==> config.mk <==
export PLATFORM = sky130hd
export DESIGN_NAME = loop_nest_sched_3d
export DESIGN_NICKNAME = d
export VERILOG_FILES = /design/src/rtl/loop_nest_sched_3d.sv
export SDC_FILE = /design/constraint.sdc
export NUM_CORES = 1
export LEC_CHECK = 0
export ABC_CLOCK_PERIOD_IN_PS = 3600
export BUFFER_PORTS_ARGS = -buffer_cell sky130_fd_sc_hd__clkbuf_2
export CORE_UTILIZATION = 50
export CTS_BUF_LIST = sky130_fd_sc_hd__clkbuf_8
export DETAILED_ROUTE_END_ITERATION = 7
export PLACE_DENSITY_LB_ADDON = 0.25
export SETUP_SLACK_MARGIN = 0.15
export SLEW_MARGIN = 10
export SYNTH_ARGS = -nofsm -noshare
export SYNTH_HDL_FRONTEND = slang
export SYNTH_SLANG_ARGS = --single-unit
export TNS_END_PERCENT = 50
==> constraint.sdc <==
create_clock -name clk -period 3.6 [get_ports clk]
set_clock_uncertainty 0.2 [all_clocks]
set_input_delay 0 -clock clk [delete_from_list [all_inputs] [get_ports clk]]
set_output_delay 0 -clock clk [all_outputs]
set_load 0.1 [all_outputs]
==> src/rtl/loop_nest_sched_3d.sv <==
// loop_nest_sched_3d
// Three-level nested-loop index sequencer (column innermost, row, channel
// outermost). A pass starts on `start`, emits one (col,row,ch) tuple per
// accepted beat on a valid/ready handshake, and pulses `done` after the
// final beat is accepted. `abort` cancels a pass without `done`.
//
// Ports:
//   clk, reset_n                  clock, async active-low reset
//   start, abort                  pass control
//   col_final/row_final/ch_final  inclusive last index per level, sampled at start
//   out_ready                     consumer accepts the current beat
//   out_valid                     tuple valid (high throughout RUN)
//   col_idx/row_idx/ch_idx        current indices
//   col_last/row_last/frame_last  end-of-level flags, qualified by out_valid
//   busy                          high in RUN
//   done                          one-cycle pulse after the final beat
module loop_nest_sched_3d #(
  parameter int unsigned CNT_WIDTH = 10
) (
  input  logic                 clk,
  input  logic                 reset_n,
  input  logic                 start,
  input  logic                 abort,
  input  logic [CNT_WIDTH-1:0] col_final,
  input  logic [CNT_WIDTH-1:0] row_final,
  input  logic [CNT_WIDTH-1:0] ch_final,
  input  logic                 out_ready,
  output logic                 out_valid,
  output logic [CNT_WIDTH-1:0] col_idx,
  output logic [CNT_WIDTH-1:0] row_idx,
  output logic [CNT_WIDTH-1:0] ch_idx,
  output logic                 col_last,
  output logic                 row_last,
  output logic                 frame_last,
  output logic                 busy,
  output logic                 done
);

  typedef enum logic [1:0] {
    ST_IDLE = 2'd0,
    ST_RUN  = 2'd1,
    ST_DONE = 2'd2
  } state_t;

  state_t state_q, state_d;

  logic [CNT_WIDTH-1:0] col_final_q, row_final_q, ch_final_q;
  logic [CNT_WIDTH-1:0] col_final_d, row_final_d, ch_final_d;
  logic [CNT_WIDTH-1:0] col_d, row_d, ch_d;
  logic                 accept;

  // End-of-level flags from registered indices and latched finals.
  assign col_last   = out_valid & (col_idx == col_final_q);
  assign row_last   = col_last & (row_idx == row_final_q);
  assign frame_last = row_last & (ch_idx == ch_final_q);

  assign accept = out_valid & out_ready;

  // Next-state and next-index logic.
  always_comb begin
    state_d     = state_q;
    col_d       = col_idx;
    row_d       = row_idx;
    ch_d        = ch_idx;
    col_final_d = col_final_q;
    row_final_d = row_final_q;
    ch_final_d  = ch_final_q;

    case (state_q)
      ST_IDLE: begin
        if (start && !abort) begin
          col_final_d = col_final;
          row_final_d = row_final;
          ch_final_d  = ch_final;
          col_d       = '0;
          row_d       = '0;
          ch_d        = '0;
          state_d     = ST_RUN;
        end
      end

      ST_RUN: begin
        if (abort) begin
          col_d   = '0;
          row_d   = '0;
          ch_d    = '0;
          state_d = ST_IDLE;
        end else if (accept) begin
          if (frame_last) begin
            col_d   = '0;
            row_d   = '0;
            ch_d    = '0;
            state_d = ST_DONE;
          end else if (col_idx >= col_final_q) begin
            // Column wrap carries into row, row wrap carries into channel.
            col_d = '0;
            if (row_idx >= row_final_q) begin
              row_d = '0;
              ch_d  = CNT_WIDTH'(ch_idx + 1'b1);
            end else begin
              row_d = CNT_WIDTH'(row_idx + 1'b1);
            end
          end else begin
            col_d = CNT_WIDTH'(col_idx + 1'b1);
          end
        end
      end

      ST_DONE: state_d = ST_IDLE;

      default: state_d = ST_IDLE;
    endcase
  end

  // State, index and registered-output flops; outputs follow the next state.
  always_ff @(posedge clk or negedge reset_n) begin
    if (!reset_n) begin
      state_q     <= ST_IDLE;
      col_idx     <= '0;
      row_idx     <= '0;
      ch_idx      <= '0;
      col_final_q <= '0;
      row_final_q <= '0;
      ch_final_q  <= '0;
      out_valid   <= 1'b0;
      busy        <= 1'b0;
      done        <= 1'b0;
    end else begin
      state_q     <= state_d;
      col_idx     <= col_d;
      row_idx     <= row_d;
      ch_idx      <= ch_d;
      col_final_q <= col_final_d;
      row_final_q <= row_final_d;
      ch_final_q  <= ch_final_d;
      out_valid   <= (state_d == ST_RUN);
      busy        <= (state_d == ST_RUN);
      done        <= (state_d == ST_DONE);
    end
  end

endmodule

==> results.tsv <==
stage	metric	value	unit
floorplan	number of I/O pins	71	
sta	worst-margin pin slew	0.811	ns
yosys	Synth Register Bits	64	
setup_path	Critical Path End	ch_idx[8]	
hold_path	HP Class	in2reg	
clock_network	number of setup buffers added after CTS	0	
sta	fmax	0.330	GHz
setup_path	CP endpoint kind	flip-flop	
floorplan	Core Area	6760	sq um
status	status	finished, violations left	
sta	Slew Limit Fails	0	
yosys	Synth cell types	49	
sta	final number of hold-violating endpoints	1	
floorplan	Initial Utilization	51.4	%
setup_path	slowest CP cell	a21oi_2	
clock_network	cts bufs inserted	9	
setup_path	critical path launch point type	flip-flop	
route	First-pass DRT Iterations	4	
clock_network	H-tree depth	3	
layout	diode count	0	
route	post-route antenna net violation count	0	
route	initial DRC count	88	
clock_network	CTS Root Cell	clkbuf_8	
setup_path	WS Path Type	reg2reg	
sta	Period minus WS final	3.03	ns
setup_path	r2r startpoint	col_idx[8]	
place	Placer Congestion	0.872	
route	Vias per Instance	5.42	
route	final WL	8060	microns
layout	Post-layout nets	522	
power_and_ir_drop	Comb pwr share	24.8	%
power_and_ir_drop	pwr dens	408	nW/um^2
setup_path	Max FO, Critical Path	19	
floorplan	die footprint	7290	sq um
yosys	post-synthesis cell count	345	
global_routing	pin count of the biggest net entering global routing	39	
setup_path	Required @ worst endpoint	3.62	ns
global_routing	vias in the first global route	2934	
place	DP Wirelength	5580	microns
setup_path	Crit path depth	7	
global_routing	first-pass GRT wire length	13500	microns
power_and_ir_drop	Clock power frac	29.8	%
setup_path	crit path buf inv count	0	
clock_network	CTS Sinks	64	
power_and_ir_drop	switching part of the total	31.9	%
power_and_ir_drop	peak supply drop	0.231	mV
flow_run	max cap viols	0	
power_and_ir_drop	Reg power frac	45.4	%
sta	final setup vio count	0	
clock_network	clock buffer depth	2	
floorplan	Die Wd	85.4	microns
yosys	Mapped Nets	403	
setup_path	Cell Chain, Critical Path	ha_1 > nand4_1 > nor2_1 > a2111oi_4 > a21oi_2 > nand2_1 > a221o_1	
setup_path	cell family with the largest share of critical-path delay	compound AO/OA/AOI/OAI gates	
clock_network	CTS tree	done	
setup_path	reg2reg end	ch_idx[8]	
yosys	top_reg_cell synth	dfrtp_1	
power_and_ir_drop	LEAKAGE	2.27	nW
place	Port Buf Inserts	70	
yosys	Synth Cell Area	3470	sq um
power_and_ir_drop	net switching power	594	uW
layout	share of layout cells above drive strength 1	26.2	%
layout	Area growth, synth to finish	31.3	%
setup_path	worst-case reg-to-reg path depth	7	
yosys	number of enable flip-flop cells after synthesis	0	
clock_network	cts hold-fix bufs	46	
floorplan	row count	30	
sta	relative slew slack	46.0	%
sta	unrepaired setup endpoints after global routing	no	
global_routing	antenna violations before repair	0	
sta	Hold WS	-0.000186	ns
layout	multi-input logic area	1740	sq um
setup_path	Critical Path Source	col_idx[8]	
yosys	Yosys warnings	0	
sta	setup TNS	0	ns
power_and_ir_drop	internal cell power	1.27	mW
global_routing	Remaining Overflow, GRT	0	
global_routing	GRT Overall Usage	24.3	%
status	failing checks	hold timing	
setup_path	arrival time of the worst setup path	3.06	ns
power_and_ir_drop	final total power	1.86	mW
yosys	Mapped Avg Cell Area	10.1	sq um
route	routed vias	2977	
clock_network	Resized cells post-CTS	0	
clock_network	latest clock arrival within the worst-skew pair	0.35	ns
setup_path	flop2flop setup slack	0.57	ns
yosys	share of flip-flops with an asynchronous set or reset	100	%
yosys	post-synthesis sequential area ratio	46.1	%
sta	period utilisation layout	84.3	%
layout	fillers	515	
route	average wire per standard cell	14.7	microns
route	DRC Markers	0	
clock_network	Reg clk slew, reported paths	0.07	ns
layout	Seq. cell area	1620	sq um
floorplan	die height	85.4	microns
setup_path	Worst path max stage delay	0.67	ns
-- through the flow --
stage | utilization, % | hold slack [ns] | std cells | worst slack [ns] | cell area (sq um)
3_3_place_gp | 58.1 | -0.135 | 487 | 0.717 | 3930
5_1_grt | 67.5 | 0.0172 | 549 | 0.337 | 4560
3_5_place_dp | 58.1 | -0.120 | 487 | 0.590 | 3930
2_1_floorplan | - | -0.496 | 345 | 0.225 | 3510
6_report | 67.5 | -0.000186 | 549 | 0.567 | 4560
4_1_cts | 67.5 | 0.00272 | 549 | 0.597 | 4560
-- layer usage --
metal  routed length, microns  up-vias  global-route usage (%)
met2                     3940       68                    40.0
met1                     3680     1433                    31.0
met4                       91        0                    7.73
met3                      342        9                    7.49
li1                         -     1467                       -
met5                        0        -                       0
-- cells in the final DEF (no fill, tap or decap), types with 2 or more instances in the layout --
| master | instances |
|---|---|
| a211oi_1 | 2 |
| a21o_1 | 4 |
| a21oi_1 | 3 |
| a221o_1 | 3 |
| a22o_1 | 14 |
| and2_1 | 2 |
| and3_1 | 9 |
| and4_1 | 2 |
| buf_4 | 2 |
| clkbuf_2 | 70 |
| clkbuf_8 | 11 |
| clkinv_2 | 2 |
| clkinvlp_4 | 2 |
| dfrtp_1 | 53 |
| dfrtp_2 | 10 |
| dlygate4sd3_1 | 46 |
| ha_1 | 23 |
| inv_1 | 26 |
| mux2_2 | 13 |
| nand2_1 | 34 |
| nand2b_1 | 2 |
| nand3_1 | 16 |
| nand4_1 | 5 |
| nor2_1 | 20 |
| nor2b_1 | 8 |
| nor3_1 | 3 |
| nor3_4 | 2 |
| nor4_1 | 4 |
| o211ai_1 | 5 |
| o21ai_0 | 33 |
| o21bai_1 | 2 |
| or2_2 | 2 |
| xnor2_1 | 3 |
| xor2_1 | 13 |
-- cells by family (layout without fill, tap and decap cells) --
kind of cell | Yosys count | after routing | share of synthesized area [%]
and+or+nand+nor | 116 | 116 | 16.9
DFF | 64 | 64 | 46.1
AOI/OAI and AO/OA | 78 | 78 | 16.1
muxes | 13 | 13 | 4.21
xor gates and xnor gates | 16 | 16 | 4.03
adders and majority gates | 23 | 23 | 8.28
buffers and inverters | 35 | 159 | 4.36
-- final cells by class --
class	count	share of cell area, %
multi-input cells	246	38.2
flip-flops and latches	64	35.5
repair buffers	118	18.1
clock buffers	11	3.32
well taps	80	2.19
inverters	25	2.14
clock inverters	5	0.549
-- tightest hold or removal path, stage by stage --
cell      delay (ns)
clkbuf_2        0.09
nand2_1         0.09
nor2_4          0.14
nand2_1         0.10
o21ai_0         0.07
-- power groups by stage --
stage	Combinational [mW]	Sequential [mW]	Clock, mW
finish	0.462	0.845	0.556
global route	0.511	0.853	0.606
CTS	0.463	0.845	0.574
detailed placement	0.408	0.859	0
global placement	0.396	0.857	0
floorplan	0.243	0.916	0
-- flip-flops by register name, indices dropped and copies added (netlist names) --
register	flops
col_final_q	10
state_q	2
ch_idx	10
ch_final_q	10
col_idx	10
row_idx	10
busy	1
row_final_q	10
done	1
-- worst min path at each step --
| stage | from | end | cells after the start |
|---|---|---|---|
| 6_report | start | col_final_q[4] | 5 |
| 5_1_grt | abort | state_q[1] | 3 |
| 4_1_cts | abort | state_q[1] | 3 |
| 3_5_place_dp | reset_n | col_final_q[6] | 1 |
| 3_3_place_gp | reset_n | row_final_q[8] | 1 |
| 2_1_floorplan | reset_n | busy | 0 |
-- cell usage after synthesis (all sizes together), types with 2 or more instances --
cell / n / share of area (%)
a211oi: 2 / 0.43
a21o: 5 / 1.3
a21oi: 4 / 0.68
a221o: 3 / 0.86
a22o: 14 / 3.5
and2: 2 / 0.36
and3: 9 / 1.6
and4: 2 / 0.50
buf: 4 / 1.0
clkbuf: 6 / 0.65
dfrtp: 64 / 46
ha: 23 / 8.3
inv: 25 / 2.7
mux2: 13 / 4.2
nand2: 34 / 3.7
nand2b: 2 / 0.36
nand3: 16 / 2.3
nand4: 5 / 0.90
nor2: 22 / 2.4
nor2b: 8 / 1.4
nor3: 5 / 1.0
nor4: 4 / 0.72
o211ai: 5 / 1.1
o21ai: 34 / 4.9
o21bai: 2 / 0.43
or2: 3 / 0.61
xnor2: 3 / 0.76
xor2: 13 / 3.3
Note: power is estimated with default switching activity, not from simulation.
